--- src/rtl/imem_pkg.sv ---
// Shared types and sizing for the instruction-memory bank and its controller.
package imem_pkg;

  typedef enum logic [2:0] {
    IDLE,
    RD_ISSUE,
    RD_CAPTURE,
    WR_ISSUE,
    RESP
  } imem_state_t;

  localparam int IMEM_WORDS = 16;
  localparam int IMEM_AW    = 4;
  localparam int IMEM_DW    = 32;
  localparam int MACRO_DW   = 2;
  localparam int MACROS     = IMEM_DW / MACRO_DW;

endpackage

--- src/rtl/imem_sram_ctrl.sv ---
// Fetch/program-load controller sequencing the registered SRAM bank interface.
// Latency: grant cycle + 3 to rsp_valid (+1 for an error fetch); one load per 2 cycles.
// Backpressure: RESP holds rsp_* until rsp_ready; no new grant until the response is taken.
module imem_sram_ctrl
  import imem_pkg::*;
#(
  parameter logic [31:0] BASE_ADDR  = 32'h0000_0000,
  parameter int          NUM_WORDS  = IMEM_WORDS,
  parameter int          ADDR_WIDTH = IMEM_AW,
  parameter int          DATA_WIDTH = IMEM_DW
) (
  input  logic                  clk0,
  input  logic                  rst0_n,
  input  logic                  fetch_req,
  input  logic [31:0]           fetch_addr,
  output logic                  fetch_gnt,
  output logic                  rsp_valid,
  input  logic                  rsp_ready,
  output logic [DATA_WIDTH-1:0] rsp_instr,
  output logic                  rsp_err,
  input  logic                  load_valid,
  input  logic [ADDR_WIDTH-1:0] load_addr,
  input  logic [DATA_WIDTH-1:0] load_data,
  output logic                  load_ready,
  output logic                  sram_csb,
  output logic                  sram_web,
  output logic [ADDR_WIDTH-1:0] sram_addr,
  output logic [DATA_WIDTH-1:0] sram_din,
  input  logic [DATA_WIDTH-1:0] sram_dout
);

  imem_state_t           state, state_nxt;
  logic                  csb_nxt, web_nxt, valid_nxt, err_nxt;
  logic [ADDR_WIDTH-1:0] addr_nxt;
  logic [DATA_WIDTH-1:0] din_nxt, instr_nxt;
  logic [31:0]           fetch_off;
  logic                  fetch_bad;
  logic [ADDR_WIDTH-1:0] fetch_idx;

  assign fetch_off = fetch_addr - BASE_ADDR;
  assign fetch_bad = (fetch_addr[1:0] != 2'b00) || (fetch_addr < BASE_ADDR) ||
                     (fetch_off >= 32'(NUM_WORDS * 4));
  assign fetch_idx = fetch_off[ADDR_WIDTH+1:2];

  // Handshakes are gated by reset so nothing is accepted while the flops are held.
  assign load_ready = rst0_n && (state == IDLE);
  assign fetch_gnt  = load_ready && !load_valid;

  always_comb begin
    state_nxt = state;
    csb_nxt   = 1'b1;
    web_nxt   = 1'b1;
    addr_nxt  = sram_addr;
    din_nxt   = sram_din;
    valid_nxt = rsp_valid;
    instr_nxt = rsp_instr;
    err_nxt   = rsp_err;
    case (state)
      IDLE: begin
        if (load_valid) begin
          state_nxt = WR_ISSUE;
          csb_nxt   = 1'b0;
          web_nxt   = 1'b0;
          addr_nxt  = load_addr;
          din_nxt   = load_data;
        end else if (fetch_req) begin
          if (fetch_bad) begin
            state_nxt = RESP;
            valid_nxt = 1'b1;
            err_nxt   = 1'b1;
            instr_nxt = '0;
          end else begin
            state_nxt = RD_ISSUE;
            csb_nxt   = 1'b0;
            addr_nxt  = fetch_idx;
          end
        end
      end
      RD_ISSUE:   state_nxt = RD_CAPTURE;
      // Macro drove dout at the mid-cycle negedge; this edge is inside the valid window.
      RD_CAPTURE: begin
        state_nxt = RESP;
        valid_nxt = 1'b1;
        err_nxt   = 1'b0;
        instr_nxt = sram_dout;
      end
      WR_ISSUE:   state_nxt = IDLE;
      RESP: begin
        if (rsp_ready) begin
          state_nxt = IDLE;
          valid_nxt = 1'b0;
        end
      end
      default:    state_nxt = IDLE;
    endcase
  end

  always_ff @(posedge clk0 or negedge rst0_n) begin
    if (!rst0_n) begin
      state     <= IDLE;
      sram_csb  <= 1'b1;
      sram_web  <= 1'b1;
      sram_addr <= '0;
      sram_din  <= '0;
      rsp_valid <= 1'b0;
      rsp_instr <= '0;
      rsp_err   <= 1'b0;
    end else begin
      state     <= state_nxt;
      sram_csb  <= csb_nxt;
      sram_web  <= web_nxt;
      sram_addr <= addr_nxt;
      sram_din  <= din_nxt;
      rsp_valid <= valid_nxt;
      rsp_instr <= instr_nxt;
      rsp_err   <= err_nxt;
    end
  end

endmodule

--- config.mk ---
export PLATFORM = sky130hd
export DESIGN_NAME = imem_sram_ctrl
export DESIGN_NICKNAME = d
export VERILOG_FILES = /design/src/rtl/imem_pkg.sv /design/src/rtl/imem_sram_ctrl.sv
export SDC_FILE = /design/constraint.sdc
export NUM_CORES = 1
export LEC_CHECK = 0
export BUFFER_PORTS_ARGS = -buffer_cell sky130_fd_sc_hd__buf_2
export CAP_MARGIN = 25
export CORE_ASPECT_RATIO = 0.7
export CORE_MARGIN = 4
export CORE_UTILIZATION = 45
export DETAILED_ROUTE_END_ITERATION = 8
export GPL_TIMING_DRIVEN = 0
export PLACE_DENSITY_LB_ADDON = 0.3
export SYNTH_ARGS = -nofsm -noshare
export SYNTH_HDL_FRONTEND = slang
export SYNTH_SLANG_ARGS = --single-unit
--- constraint.sdc ---
create_clock -name clk0 -period 1.9 [get_ports clk0]
set_input_delay 0.475 -clock clk0 [delete_from_list [all_inputs] [get_ports clk0]]
set_output_delay 0.475 -clock clk0 [all_outputs]
set_load 0.01 [all_outputs]
-- Yosys cells after proc, flatten, opt, wreduce, memory -nomap -nowiden
Cells that the tools add are included.
- register bits after elaboration: 75
- output and inout bits: 74
- logic and storage cells: 58
- $lt $le $gt $ge: 2
- equality and inequality tests: 9
- reduce and logical (&&, ||, !) cells: 15
- mux-type cells: 24
- operator list (kind ; number):
    32-bit 2-to-1 mux ; 3
    32-bit case mux with 2 select lines ; 1
    32-bit by 7-bit greater-or-equal comparator with 1-bit output (second input constant) ; 1
    32-bit by 1-bit less-than comparator with 1-bit output (second input constant) ; 1
    3-bit 2-to-1 mux ; 4
    4-bit 2-to-1 mux ; 3
    3-bit case mux with 4 select lines ; 1
    1-bit 2-to-1 mux ; 10
    2-bit inequality test (second input constant) ; 5
    2-bit nonzero test ; 3
    5-bit AND reduction ; 1
    2-bit AND reduction ; 2
    4-bit AND reduction ; 1
    3-bit by 1-bit equality test with 1-bit output (second input constant) ; 1
    3-bit by 2-bit equality test with 1-bit output (second input constant) ; 1
    3-bit equality test (second input constant) ; 1
    3-bit logical NOT ; 1
    3-bit inequality test (second input constant) ; 1
    1-bit case mux with 3 select lines ; 1
    3-bit AND reduction ; 1
    3-bit nonzero test ; 1
    1-bit logical AND ; 2
    1-bit logical OR ; 2
    1-bit case mux with 2 select lines ; 1
    1-bit logical NOT ; 1

-- Longest topological paths before layout
Gate-level depths: netlist of the first run.
- depth after elaboration: 7
- gate-level depth with buffers: 6

-- Worst setup path before layout of the first run
OpenSTA, ideal clock, no wires.
- path kind: reg2out
- start point: reg state[0]
- end point: out fetch_gnt
- path slack: 49 ps
- stages on the path, launching flop included: 5
- path buffers: 1
- arrival: 1376 ps
- path through: dfrtp_1 > buf_6 > nor3_1 > and2_1 > nor2b_1
- word-level cells in the longest chain between the ends: 3
- ends and longest elaborated chain (item ; line ; text):
    start: declaration ; imem_sram_ctrl.sv:32 ; imem_state_t state, state_nxt;
    start signal: assignment ; imem_sram_ctrl.sv:109 ; state <= state_nxt;
    3-bit logical NOT ; imem_sram_ctrl.sv:46 ; assign load_ready = rst0_n && (state == IDLE);
    1-bit logical AND ; imem_sram_ctrl.sv:46 ;
    named net load_ready ; imem_sram_ctrl.sv:24 ; output logic load_ready,
    1-bit logical AND ; imem_sram_ctrl.sv:47 ; assign fetch_gnt = load_ready && !load_valid;
    end: declaration ; imem_sram_ctrl.sv:16 ; output logic fetch_gnt,
The timed path passes the listed nets, and every way through them passes these cells.

-- Worst setup path in the final report of the first run
- start point: reg state[2]
- end point: out fetch_gnt
- word-level cells in the longest chain between the ends: 3
- ends and longest elaborated chain (item ; line):
    3-bit logical NOT ; imem_sram_ctrl.sv:46
    1-bit logical AND ; imem_sram_ctrl.sv:46
    1-bit logical AND ; imem_sram_ctrl.sv:47
No other way between the ends.

==> impl_metrics.xml, run 1 <==
<?xml version="1.0" encoding="UTF-8"?>
<metrics>
  <group name="final_layout">
    <metric name="postLayoutCoreUtil" unit="%">68.1</metric>
    <metric name="num_antenna_cells" unit="">0</metric>
    <metric name="layout.cells.non_filler" unit="">651</metric>
    <metric name="finalNetCount" unit="">657</metric>
    <metric name="synthToLayoutAreaGrowth" unit="%">42.4</metric>
    <metric name="drive_gt1_share" unit="%">41.3</metric>
  </group>
  <group name="die">
    <metric name="die_x" unit="um">111</metric>
    <metric name="die_area" unit="sq mm">0.00884</metric>
    <metric name="die_h" unit="um">79.9</metric>
    <metric name="initial_utilization" unit="%">47.8</metric>
    <metric name="placementRows" unit="">25</metric>
    <metric name="pin_count" unit="">179</metric>
    <metric name="core_area" unit="sq mm">0.00694</metric>
  </group>
  <group name="route">
    <metric name="dr_total_vias" unit="">3304</metric>
    <metric name="route.detailed.drc" unit="">0</metric>
    <metric name="route.detailed.wl_per_inst" unit="um">15.1</metric>
    <metric name="drt-total-wl" unit="um">9800</metric>
    <metric name="detailedRoute.firstPassIterationCount" unit="">4</metric>
    <metric name="ant_nets" unit="">0</metric>
    <metric name="initialDrtViolationCount" unit="">220</metric>
    <metric name="vias_per_cell" unit="">5.08</metric>
  </group>
  <group name="cts">
    <metric name="clockRootBuffer" unit="">clkbuf_8</metric>
    <metric name="worstSkewPairLatency" unit="ns">0.34</metric>
    <metric name="ctsHtreeMaxLevel" unit="">3</metric>
    <metric name="cts_inserted_buffers" unit="">9</metric>
    <metric name="clock_pin_slew_on_the_worst_setup_and_hold_paths" unit="ns">0.07</metric>
    <metric name="cts.sink_count" unit="">75</metric>
    <metric name="clock_path_buffers" unit="">2</metric>
    <metric name="tritoncts" unit="">built</metric>
  </group>
  <group name="grt">
    <metric name="grt_usage" unit="%">22.8</metric>
    <metric name="overflow" unit="">0</metric>
    <metric name="grt_pass1_wl" unit="um">16200</metric>
    <metric name="first_global_vias" unit="">3283</metric>
    <metric name="largest_net_degree_at_the_start_of_global_routing" unit="">33</metric>
    <metric name="grt_antenna_before_repair" unit="">0</metric>
  </group>
  <group name="placement">
    <metric name="preCtsSetupSlack" unit="ns">-0.150</metric>
    <metric name="gp_congestion" unit="">0.826</metric>
    <metric name="post_place_cells" unit="">627</metric>
    <metric name="hpwl" unit="um">7250</metric>
    <metric name="port_buffers" unit="">178</metric>
  </group>
  <group name="yosys">
    <metric name="syn-num-nets" unit="">459</metric>
    <metric name="ys_ff_latch" unit="">75</metric>
    <metric name="post_synth_most_frequent_cells" unit="">nand2_1 (135), dfrtp_1 (73), o21ai_0 (33)</metric>
    <metric name="synth_fa_ha_area_share" unit="%">0</metric>
    <metric name="synth-warning-count" unit="">0</metric>
    <metric name="synth_area_in_compound_gates" unit="%">17.7</metric>
    <metric name="synth_cell_type_count" unit="">31</metric>
    <metric name="post-synth-top-count-cell" unit="">nand2_1</metric>
    <metric name="yosys.area_share.simple" unit="%">21.0</metric>
    <metric name="synthMuxAreaShare" unit="%">0</metric>
    <metric name="synth_seq_area_share" unit="%">56.6</metric>
    <metric name="number_of_instances_in_the_synthesized_netlist" unit="">354</metric>
    <metric name="post-synth-top-area-fraction" unit="%">55.0</metric>
    <metric name="syn-cell-area" unit="sq mm">0.00332</metric>
    <metric name="synth-edff-count" unit="">0</metric>
    <metric name="synth.largest_area_cell" unit="">dfrtp_1</metric>
    <metric name="synth-async-reset-ratio" unit="%">100</metric>
    <metric name="syn_avg_cell_area" unit="sq um">9.38</metric>
    <metric name="synth_top_family_by_area" unit="">simple AND/OR/NAND/NOR gates</metric>
    <metric name="yosys_most_used_dff" unit="">dfrtp_1</metric>
    <metric name="netlist_top_cells_area" unit="">dfrtp_1 (55%), nand2_1 (15%), a22oi_1 (7.2%), o21ai_0 (5.0%), buf_2 (2.0%)</metric>
    <metric name="post_synth_xor_area_fraction" unit="%">0</metric>
  </group>
  <group name="critical_path">
    <metric name="crit_path_max_fanout" unit="">4</metric>
    <metric name="crit_required" unit="ns">1.42</metric>
    <metric name="rrSetupSlack" unit="ns">0.14</metric>
    <metric name="type_of_the_setup_path_with_the_least_slack" unit="">flip-flop to output port</metric>
    <metric name="worst_reg2reg_path_endpoint" unit="">sram_addr[2]</metric>
    <metric name="setup.worst_path.end_class" unit="">output port</metric>
    <metric name="timing.critical_path.arrival" unit="ns">1.46</metric>
    <metric name="rr_worst_depth" unit="">6</metric>
    <metric name="crit-reg2reg-launch" unit="">state[0]</metric>
    <metric name="launching_element_of_the_worst_setup_path" unit="">state[2]</metric>
    <metric name="cp-start-kind" unit="">flip-flop</metric>
  </group>
  <group name="timing">
    <metric name="final_period_minus_worst_setup_slack" unit="ns">1.93</metric>
    <metric name="finalCritPeriodShare" unit="%">102</metric>
    <metric name="grt_setup_unrepaired" unit="">yes</metric>
    <metric name="final-setup-viol-count" unit="">1</metric>
    <metric name="slew_violations" unit="">0</metric>
    <metric name="final-hold-violation-count" unit="">0</metric>
    <metric name="timing.final.ws_setup" unit="ns">-0.0307</metric>
    <metric name="setup_clock_skew_after_layout" unit="ns">0.00535</metric>
    <metric name="maxClockFrequency" unit="MHz">518</metric>
    <metric name="timing_worst_slew_pin_value" unit="ns">0.558</metric>
    <metric name="worst_hold_slack" unit="ns">0.112</metric>
    <metric name="max-slew-margin-rel" unit="%">62.4</metric>
  </group>
  <group name="power_and_ir_drop">
    <metric name="share_comb_of_total_power" unit="%">44.7</metric>
    <metric name="peakVddDrop" unit="mV">0.859</metric>
    <metric name="cellPowerDensity" unit="mW/mm^2">1640</metric>
    <metric name="power_report.internal_total" unit="mW">4.80</metric>
    <metric name="p_sw" unit="mW">2.96</metric>
    <metric name="power.clock.fraction" unit="%">20.3</metric>
    <metric name="fin_total_pwr" unit="mW">7.77</metric>
    <metric name="sequentialPowerShare" unit="%">35.0</metric>
    <metric name="static-leakage-power" unit="nW">2.54</metric>
    <metric name="power.switching_fraction" unit="%">38.2</metric>
  </group>
  <group name="job">
    <metric name="max-cap-violations" unit="">0</metric>
  </group>
  <group name="run_status">
    <metric name="failed_checks" unit="">setup timing</metric>
    <metric name="result_of_the_run" unit="">finished, violations left</metric>
  </group>
  <group name="hold_path">
    <metric name="holdCritPathClass" unit="">input port to asynchronous set/reset pin</metric>
  </group>
</metrics>
==> through the flow <==
step	area (sq um)	setup TNS, ns
finish	4730	-0.0307
global route	4730	-0.150
CTS	4690	-0.0421
detailed placement	4360	-0.489
global placement	4330	-12.34
floorplan	3320	0
==> power by group through the flow <==
stage / sequential [mW] / combinational [mW] / clock [mW]
after global placement: 2.71 / 3.20 / 0
after global routing: 2.82 / 3.89 / 1.68
after CTS: 2.72 / 3.42 / 1.61
final: 2.72 / 3.47 / 1.57
after detailed placement: 2.74 / 3.31 / 0
after floorplan: 3.05 / 1.69 / 0
==> what timing repair did <==
item,4_1_cts,5_1_grt
buffers inserted,3,3
pin swaps,1,1
gates cloned,1,0
gates resized for setup,3,3
hold buffers,1,0
hold endpoints to repair,12,0
endpoints found under the setup margin,2,4
==> placed cells by master (no fill, tap or decap), drive strengths merged, types with 2 or more instances in the layout <==
cell | synthesis | routed
nor4b | 2 | 2
nor3 | 3 | 3
nor4 | 7 | 7
o221a | 4 | 4
clkbuf | 8 | 19
nor2 | 4 | 4
dfrtp | 73 | 73
dfstp | 2 | 2
a22oi | 32 | 32
inv | 6 | 6
nand2 | 135 | 135
nand3 | 5 | 5
a21oi | 2 | 2
buf | 16 | 201
o21ai | 36 | 36
nor2b | 3 | 3
a2bb2oi | 4 | 4
o221ai | 4 | 4
bufinv | 0 | 4
==> metal layers <==
layer	part of all wire (%)	global-route usage, %	up-vias
met2	51	39.6	112
met4	1.2	5.66	0
met3	7.1	9.02	8
met1	41	26.7	1569
li1	-	-	1615
met5	0	0	-
==> how the worst max path moves through the flow <==
stage	end
5_1_grt	fetch_gnt
3_3_place_gp	fetch_gnt
6_report	fetch_gnt
4_1_cts	fetch_gnt
3_5_place_dp	fetch_gnt
2_1_floorplan	fetch_gnt
==> critical path, stage by stage, from the launching register on <==
cell	delay, ns
dfrtp_1	0.37
buf_6	0.13
nor3_4	0.20
and2_4	0.17
nor2b_1	0.11
buf_2	0.14
==> sequential cells by signal, indices dropped and copies added (netlist names) <==
name       cells
rsp_err        1
rsp_instr     32
rsp_valid      1
sram_addr      4
sram_csb       1
sram_din      32
sram_web       1
state          3
==> cell type report <==
| class | instances | area [sq um] |
|---|---|---|
| Inverter | 6 | 22.5 |
| Sequential cell | 75 | 1880 |
| Fill cell | 572 | 2220 |
| Tap cell | 94 | 118 |
| Timing Repair Buffer | 187 | 1010 |
| Multi-Input combinational cell | 249 | 1300 |
| Clock inverter | 5 | 125 |
| Clock buffer | 11 | 131 |
| Buffer | 24 | 138 |
==> logic make-up after synthesis <==
| kind of cell | after synthesis |
|---|---|
| and+or+nand+nor | 162 |
| AOI/OAI and AO/OA | 87 |
| DFF | 75 |
| buffers and inverters | 30 |
Power figures use the tool's default switching activity.
==> run 2: changes to the inputs <==
--- a/config.mk
+++ b/config.mk
@@ -5,11 +5,12 @@
 export SDC_FILE = /design/constraint.sdc
 export NUM_CORES = 1
 export LEC_CHECK = 0
+export ABC_AREA = 1
 export BUFFER_PORTS_ARGS = -buffer_cell sky130_fd_sc_hd__buf_2
 export CAP_MARGIN = 25
 export CORE_ASPECT_RATIO = 0.7
 export CORE_MARGIN = 4
-export CORE_UTILIZATION = 45
+export CORE_UTILIZATION = 44
 export DETAILED_ROUTE_END_ITERATION = 8
 export GPL_TIMING_DRIVEN = 0
 export PLACE_DENSITY_LB_ADDON = 0.3
==> impl_metrics.xml, run 2 <==
<?xml version="1.0" encoding="UTF-8"?>
<metrics>
  <group name="power_and_ir_drop">
    <metric name="p_sw" unit="mW">2.68</metric>
    <metric name="power_report.internal_total" unit="mW">4.28</metric>
    <metric name="sequentialPowerShare" unit="%">38.7</metric>
    <metric name="static-leakage-power" unit="nW">2.82</metric>
    <metric name="power.switching_fraction" unit="%">38.5</metric>
    <metric name="share_comb_of_total_power" unit="%">41.5</metric>
    <metric name="cellPowerDensity" unit="mW/mm^2">1530</metric>
    <metric name="power.clock.fraction" unit="%">19.8</metric>
    <metric name="peakVddDrop" unit="mV">0.709</metric>
  </group>
  <group name="timing">
    <metric name="final-setup-viol-count" unit="">0</metric>
    <metric name="timing_worst_slew_pin_value" unit="ns">0.403</metric>
    <metric name="final-hold-violation-count" unit="">0</metric>
    <metric name="max-slew-margin-rel" unit="%">73.1</metric>
    <metric name="timing.final.ws_setup" unit="ns">0.0598</metric>
    <metric name="setup-tns-final" unit="ns">0</metric>
    <metric name="finalCritPeriodShare" unit="%">96.9</metric>
    <metric name="worst_hold_slack" unit="ns">0.117</metric>
    <metric name="maxClockFrequency" unit="MHz">543</metric>
    <metric name="setup_clock_skew_after_layout" unit="ns">0.00727</metric>
    <metric name="final_period_minus_worst_setup_slack" unit="ns">1.84</metric>
    <metric name="slew_violations" unit="">0</metric>
  </group>
  <group name="yosys">
    <metric name="number_of_instances_in_the_synthesized_netlist" unit="">393</metric>
    <metric name="syn-cell-area" unit="sq mm">0.00324</metric>
    <metric name="synth-edff-count" unit="">0</metric>
    <metric name="synth.largest_area_cell" unit="">dfrtp_1</metric>
    <metric name="synth_seq_area_share" unit="%">58.1</metric>
    <metric name="post-synth-top-area-fraction" unit="%">56.5</metric>
    <metric name="syn_avg_cell_area" unit="sq um">8.23</metric>
    <metric name="ys_ff_latch" unit="">75</metric>
    <metric name="synth-async-reset-ratio" unit="%">100</metric>
    <metric name="synth-warning-count" unit="">0</metric>
    <metric name="netlist_top_cells_area" unit="">dfrtp_1 (56%), nand2_1 (26%), inv_1 (2.7%), nand2_2 (2.3%), nor2_1 (2.2%)</metric>
    <metric name="synth_cell_type_count" unit="">18</metric>
    <metric name="syn-num-nets" unit="">498</metric>
    <metric name="post-synth-top-count-cell" unit="">nand2_1</metric>
    <metric name="yosys_most_used_dff" unit="">dfrtp_1</metric>
    <metric name="post_synth_most_frequent_cells" unit="">nand2_1 (222), dfrtp_1 (73), inv_1 (23)</metric>
  </group>
  <group name="placement">
    <metric name="port_buffers" unit="">177</metric>
    <metric name="dpl-instance-area" unit="sq mm">0.00427</metric>
    <metric name="gp_congestion" unit="">0.825</metric>
    <metric name="hpwl" unit="um">6440</metric>
    <metric name="preCtsSetupSlack" unit="ns">-0.00577</metric>
  </group>
  <group name="cts">
    <metric name="cts.sink_count" unit="">75</metric>
    <metric name="worstSkewPairLatency" unit="ns">0.34</metric>
    <metric name="clockRootBuffer" unit="">clkbuf_8</metric>
    <metric name="clock_path_buffers" unit="">2</metric>
    <metric name="cts_inserted_buffers" unit="">9</metric>
    <metric name="tritoncts" unit="">built</metric>
    <metric name="clock_pin_slew_on_the_worst_setup_and_hold_paths" unit="ns">0.08</metric>
    <metric name="ctsHtreeMaxLevel" unit="">3</metric>
    <metric name="ctsResizeCount" unit="">0</metric>
  </group>
  <group name="grt">
    <metric name="overflow" unit="">0</metric>
    <metric name="grt_usage" unit="%">19.9</metric>
    <metric name="largest_net_degree_at_the_start_of_global_routing" unit="">38</metric>
    <metric name="grt_antenna_before_repair" unit="">0</metric>
    <metric name="first_global_vias" unit="">3104</metric>
    <metric name="grt_pass1_wl" unit="um">14000</metric>
  </group>
  <group name="final_layout">
    <metric name="num_antenna_cells" unit="">0</metric>
    <metric name="layout.cells.most_common" unit="">nand2_1</metric>
    <metric name="synthToLayoutAreaGrowth" unit="%">41.0</metric>
    <metric name="largest_registers" unit="">rsp_instr: 32 flops, sram_din: 32 flops, sram_addr: 4 flops</metric>
    <metric name="layout.cells.most_common_list" unit="">nand2_1 (222), buf_2 (183), dfrtp_1 (73), inv_1 (23), nor2_1 (19)</metric>
    <metric name="finalNetCount" unit="">692</metric>
    <metric name="fillerInstances" unit="">615</metric>
    <metric name="layout.cell_area.non_filler" unit="sq mm">0.00456</metric>
    <metric name="drive_gt1_share" unit="%">39.9</metric>
  </group>
  <group name="route">
    <metric name="initialDrtViolationCount" unit="">121</metric>
    <metric name="vias_per_cell" unit="">4.44</metric>
    <metric name="route.met3.wl" unit="um">910</metric>
    <metric name="route.detailed.wl_per_inst" unit="um">12.5</metric>
    <metric name="ant_nets" unit="">0</metric>
    <metric name="dr.max_layer_used" unit="">met4</metric>
    <metric name="dr_total_vias" unit="">3046</metric>
    <metric name="detail_route.wirelength.met1" unit="um">3640</metric>
    <metric name="detailedRoute.firstPassIterationCount" unit="">4</metric>
    <metric name="met2RoutedLength" unit="um">3970</metric>
    <metric name="route.detailed.drc" unit="">0</metric>
    <metric name="drt-total-wl" unit="um">8590</metric>
  </group>
  <group name="die">
    <metric name="die_area" unit="sq mm">0.00881</metric>
    <metric name="core_area" unit="sq mm">0.00694</metric>
    <metric name="die_h" unit="um">79.7</metric>
    <metric name="initial_utilization" unit="%">46.6</metric>
    <metric name="pin_count" unit="">179</metric>
    <metric name="die_x" unit="um">110</metric>
    <metric name="placementRows" unit="">25</metric>
  </group>
  <group name="run_status">
    <metric name="result_of_the_run" unit="">completed</metric>
  </group>
  <group name="critical_path">
    <metric name="launching_element_of_the_worst_setup_path" unit="">state[2]</metric>
    <metric name="setup.worst_path.end_class" unit="">output port</metric>
    <metric name="timing.critical_path.arrival" unit="ns">1.37</metric>
    <metric name="critical-path-slowest-cell" unit="">dfrtp_1</metric>
    <metric name="crit-reg2reg-launch" unit="">state[2]</metric>
    <metric name="crit_required" unit="ns">1.42</metric>
    <metric name="crit_path_max_fanout" unit="">4</metric>
    <metric name="type_of_the_setup_path_with_the_least_slack" unit="">flip-flop to output port</metric>
    <metric name="worstPathCellList" unit="">nor2_4, nand2_4, nor3_1, buf_2</metric>
    <metric name="cp-start-kind" unit="">flip-flop</metric>
    <metric name="critical_path.max_stage_delay" unit="ns">0.43</metric>
  </group>
  <group name="hold_path">
    <metric name="holdCritPathClass" unit="">input port to asynchronous set/reset pin</metric>
  </group>
  <group name="job">
    <metric name="max-cap-violations" unit="">0</metric>
  </group>
</metrics>
-- run 2: cell types whose count changed in the layout (fill, tap and decap cells not counted), moves of 8 or more --
cell / delta
nand2_1: +87
nand2_2: +12
a22oi_1: -32
nand3_1: +8
nor2_1: +15
o21ai_0: -32
inv_1: +19
-- run 2: area by class of cell --
cell class	count	area (sq um)	area share [%]
inverter	28	105	2.30
clock buffer	11	141	3.10
timing repair buffer	183	981	21.5
sequential	75	1880	41.2
multi-input combinational	276	1140	25.0
tap	94	118	2.58
clock inverter	5	85.1	1.87
buffer	14	110	2.41
-- run 2: what timing repair did --
action,CTS,global route
hold endpoints to repair,2,0
pin swaps,0,1
cloned,1,0
setup buffers,0,3
hold buffers,1,0
endpoints found under the setup margin,1,1
-- run 2: power by group through the flow --
stage                     registers [mW]  logic, mW  clock network, mW
after floorplan                     3.03       1.32                  0
after global placement              2.69       2.78                  0
after detailed placement            2.71       2.87                  0
after CTS                           2.70       2.88               1.42
after global routing                2.78       3.26               1.48
final                               2.69       2.89               1.38
-- run 2: metrics by stage --
stage	util (%)	cells	power (mW)
final	65.7	686	6.96
after global routing	65.7	686	7.52
after CTS	65.4	683	7.00
after detailed placement	61.5	665	5.58
after global placement	61.0	664	5.47
after floorplan	-	393	4.36
-- run 2: metal layers --
| layer | up-vias | global-route usage (%) |
|---|---|---|
| li1 | 1560 | - |
| met1 | 1351 | 23.3 |
| met2 | 129 | 33.2 |
| met3 | 6 | 9.09 |
| met4 | 0 | 5.90 |
| met5 | - | 0 |
-- run 2: cells by family (layout without fill, tap and decap cells) --
group / Yosys count / in the layout / synth area share, %
AOI/OAI and AO/OA: 1 / 1 / 0.155
DFF: 75 / 75 / 58.1
and+or+nand+nor: 275 / 275 / 35.1
buffers and inverters: 42 / 241 / 6.65
-- run 2: path summary, 6_finish.rpt --
check,endpoint,slack [ns],cells after the start
min in group clk0,sram_din[30],0.32,3
max in group asynchronous,rsp_instr[13],1.26,2
worst max register to register,rsp_instr[4],0.36,7
worst max-delay path,fetch_gnt,0.06,4
worst min-delay path,rsp_instr[14],0.12,2
worst min register to register,state[1],0.46,1
-- run 2: critical path: cells and delay by family (launching register included) --
kind | cells | cell delay [ns]
buffers and inverters | 1 | 0.17
and+or+nand+nor | 3 | 0.43
DFF | 1 | 0.43
==> run 3: changes to the inputs <==
--- a/config.mk
+++ b/config.mk
@@ -13,6 +13,7 @@
 export CORE_UTILIZATION = 44
 export DETAILED_ROUTE_END_ITERATION = 8
 export GPL_TIMING_DRIVEN = 0
+export HOLD_SLACK_MARGIN = 0.15
 export PLACE_DENSITY_LB_ADDON = 0.3
 export SYNTH_ARGS = -nofsm -noshare
 export SYNTH_HDL_FRONTEND = slang
==> impl_metrics.xml, run 3 (synthesized netlist as in run 2, its figures left out) <==
<?xml version="1.0" encoding="UTF-8"?>
<metrics>
  <group name="final_layout">
    <metric name="largest_registers" unit="">rsp_instr: 32 flops, sram_din: 32 flops, sram_addr: 4 flops</metric>
    <metric name="layout.cells.most_common_list" unit="">nand2_1 (222), buf_2 (183), dfrtp_1 (73), inv_1 (23), nor2_1 (19)</metric>
    <metric name="postLayoutCoreUtil" unit="%">66.0</metric>
    <metric name="synthToLayoutAreaGrowth" unit="%">41.6</metric>
    <metric name="layout.cell_area.non_filler" unit="sq mm">0.00458</metric>
    <metric name="finalNetCount" unit="">693</metric>
    <metric name="num_antenna_cells" unit="">0</metric>
    <metric name="drive_gt1_share" unit="%">40.0</metric>
    <metric name="layout.cells.most_common" unit="">nand2_1</metric>
    <metric name="layout.cells.non_filler" unit="">687</metric>
  </group>
  <group name="power_and_ir_drop">
    <metric name="fin_total_pwr" unit="mW">6.96</metric>
    <metric name="peakVddDrop" unit="mV">0.714</metric>
    <metric name="cellPowerDensity" unit="mW/mm^2">1520</metric>
    <metric name="static-leakage-power" unit="nW">2.83</metric>
  </group>
  <group name="cts">
    <metric name="cts.sink_count" unit="">75</metric>
    <metric name="clock_pin_slew_on_the_worst_setup_and_hold_paths" unit="ns">0.08</metric>
    <metric name="worstSkewPairLatency" unit="ns">0.34</metric>
    <metric name="ctsHtreeMaxLevel" unit="">3</metric>
    <metric name="clock_path_buffers" unit="">2</metric>
    <metric name="cts_inserted_buffers" unit="">9</metric>
    <metric name="tritoncts" unit="">built</metric>
    <metric name="clockRootBuffer" unit="">clkbuf_8</metric>
  </group>
  <group name="critical_path">
    <metric name="worstPathCellList" unit="">nor2_4, nand2_4, nor3_1, buf_2</metric>
    <metric name="crit_path_max_fanout" unit="">4</metric>
    <metric name="critPathBufInv" unit="">1</metric>
    <metric name="timing.critical_path.arrival" unit="ns">1.37</metric>
    <metric name="cp-start-kind" unit="">flip-flop</metric>
    <metric name="critical_path.max_stage_delay" unit="ns">0.43</metric>
    <metric name="critical-path-top-delay-family" unit="">simple AND/OR/NAND/NOR gates</metric>
    <metric name="critical-path-slowest-cell" unit="">dfrtp_1</metric>
    <metric name="type_of_the_setup_path_with_the_least_slack" unit="">flip-flop to output port</metric>
    <metric name="worst_reg2reg_path_endpoint" unit="">rsp_instr[4]</metric>
    <metric name="rr_worst_depth" unit="">7</metric>
    <metric name="crit-reg2reg-launch" unit="">state[2]</metric>
    <metric name="rrSetupSlack" unit="ns">0.37</metric>
    <metric name="setup.worst_path.end_class" unit="">output port</metric>
    <metric name="crit_required" unit="ns">1.42</metric>
  </group>
  <group name="route">
    <metric name="dr_total_vias" unit="">3045</metric>
    <metric name="route.detailed.drc" unit="">0</metric>
    <metric name="initialDrtViolationCount" unit="">122</metric>
    <metric name="ant_nets" unit="">0</metric>
    <metric name="vias_per_cell" unit="">4.43</metric>
    <metric name="detailedRoute.firstPassIterationCount" unit="">4</metric>
    <metric name="route.detailed.wl_per_inst" unit="um">12.7</metric>
    <metric name="drt-total-wl" unit="um">8700</metric>
  </group>
  <group name="run_status">
    <metric name="result_of_the_run" unit="">completed</metric>
  </group>
  <group name="timing">
    <metric name="maxClockFrequency" unit="MHz">542</metric>
    <metric name="slew_violations" unit="">0</metric>
    <metric name="timing_worst_slew_pin_value" unit="ns">0.382</metric>
    <metric name="timing.final.ws_setup" unit="ns">0.0558</metric>
    <metric name="final-hold-violation-count" unit="">0</metric>
    <metric name="setup_clock_skew_after_layout" unit="ns">0.00708</metric>
    <metric name="max-slew-margin-rel" unit="%">74.5</metric>
    <metric name="finalCritPeriodShare" unit="%">97.1</metric>
    <metric name="worst_hold_slack" unit="ns">0.239</metric>
    <metric name="setup-tns-final" unit="ns">0</metric>
    <metric name="final-setup-viol-count" unit="">0</metric>
    <metric name="final_period_minus_worst_setup_slack" unit="ns">1.84</metric>
  </group>
  <group name="die">
    <metric name="die_area" unit="sq mm">0.00881</metric>
    <metric name="initial_utilization" unit="%">46.6</metric>
    <metric name="core_area" unit="sq mm">0.00694</metric>
    <metric name="die_x" unit="um">110</metric>
    <metric name="pin_count" unit="">179</metric>
    <metric name="die_h" unit="um">79.7</metric>
    <metric name="placementRows" unit="">25</metric>
  </group>
  <group name="grt">
    <metric name="overflow" unit="">0</metric>
    <metric name="first_global_vias" unit="">3128</metric>
    <metric name="largest_net_degree_at_the_start_of_global_routing" unit="">38</metric>
    <metric name="grt_pass1_wl" unit="um">14200</metric>
    <metric name="grt_usage" unit="%">20.3</metric>
    <metric name="grt_antenna_before_repair" unit="">0</metric>
  </group>
  <group name="placement">
    <metric name="gp_congestion" unit="">0.825</metric>
    <metric name="post_place_cells" unit="">665</metric>
    <metric name="port_buffers" unit="">177</metric>
    <metric name="preCtsSetupSlack" unit="ns">-0.00577</metric>
    <metric name="dpl-instance-area" unit="sq mm">0.00427</metric>
    <metric name="hpwl" unit="um">6440</metric>
  </group>
  <group name="job">
    <metric name="max-cap-violations" unit="">0</metric>
  </group>
  <group name="hold_path">
    <metric name="holdCritPathClass" unit="">input port to asynchronous set/reset pin</metric>
  </group>
</metrics>
run 3: cell types whose count changed in the layout (fill, tap and decap cells not counted):
cell | previous run | this run
buf_12 | 0 | 1
run 3: report_power, final:
part	total (mW)	internal (mW)	switching, mW
registers	2.69	2.31	0.380
logic	2.90	1.19	1.71
clock network	1.38	0.783	0.594
total	6.96	4.28	2.68
run 3: worst max path at each step:
stage                endpoint        from  cells past startpoint  slack [ns]
floorplan           fetch_gnt  load_valid                      2        0.49
CTS                 fetch_gnt    state[0]                      4       0.003
global route        fetch_gnt    state[2]                      4      -0.003
global placement    fetch_gnt      rst0_n                      4       -0.95
finish              fetch_gnt    state[2]                      4        0.06
detailed placement  fetch_gnt      rst0_n                      5      -0.006
run 3: area by class of cell:
| cell class | instances | area, sq um |
|---|---|---|
| multi-input cells | 276 | 1140 |
| inverters | 28 | 105 |
| fillers | 614 | 2360 |
| flip-flops and latches | 75 | 1880 |
| clock inverters | 5 | 85.1 |
| repair buffers | 184 | 1000 |
| well taps | 94 | 118 |
| plain buffers | 14 | 110 |
| clock buffers | 11 | 141 |
run 3: timing repair:
action,CTS,global route
setup endpoints to repair,1,1
setup buffers,0,3
cloned,1,0
resized for setup,0,0
hold endpoints to repair,36,0
hold buffers,2,0
pin swaps,0,1
run 3: layer usage:
metal | vias up | part of all wire [%] | global-route usage [%]
met5 | - | 0 | 0
met4 | 0 | 0.91 | 5.90
met3 | 8 | 11 | 9.17
met2 | 122 | 46 | 34.1
met1 | 1355 | 42 | 23.6
li1 | 1560 | - | -
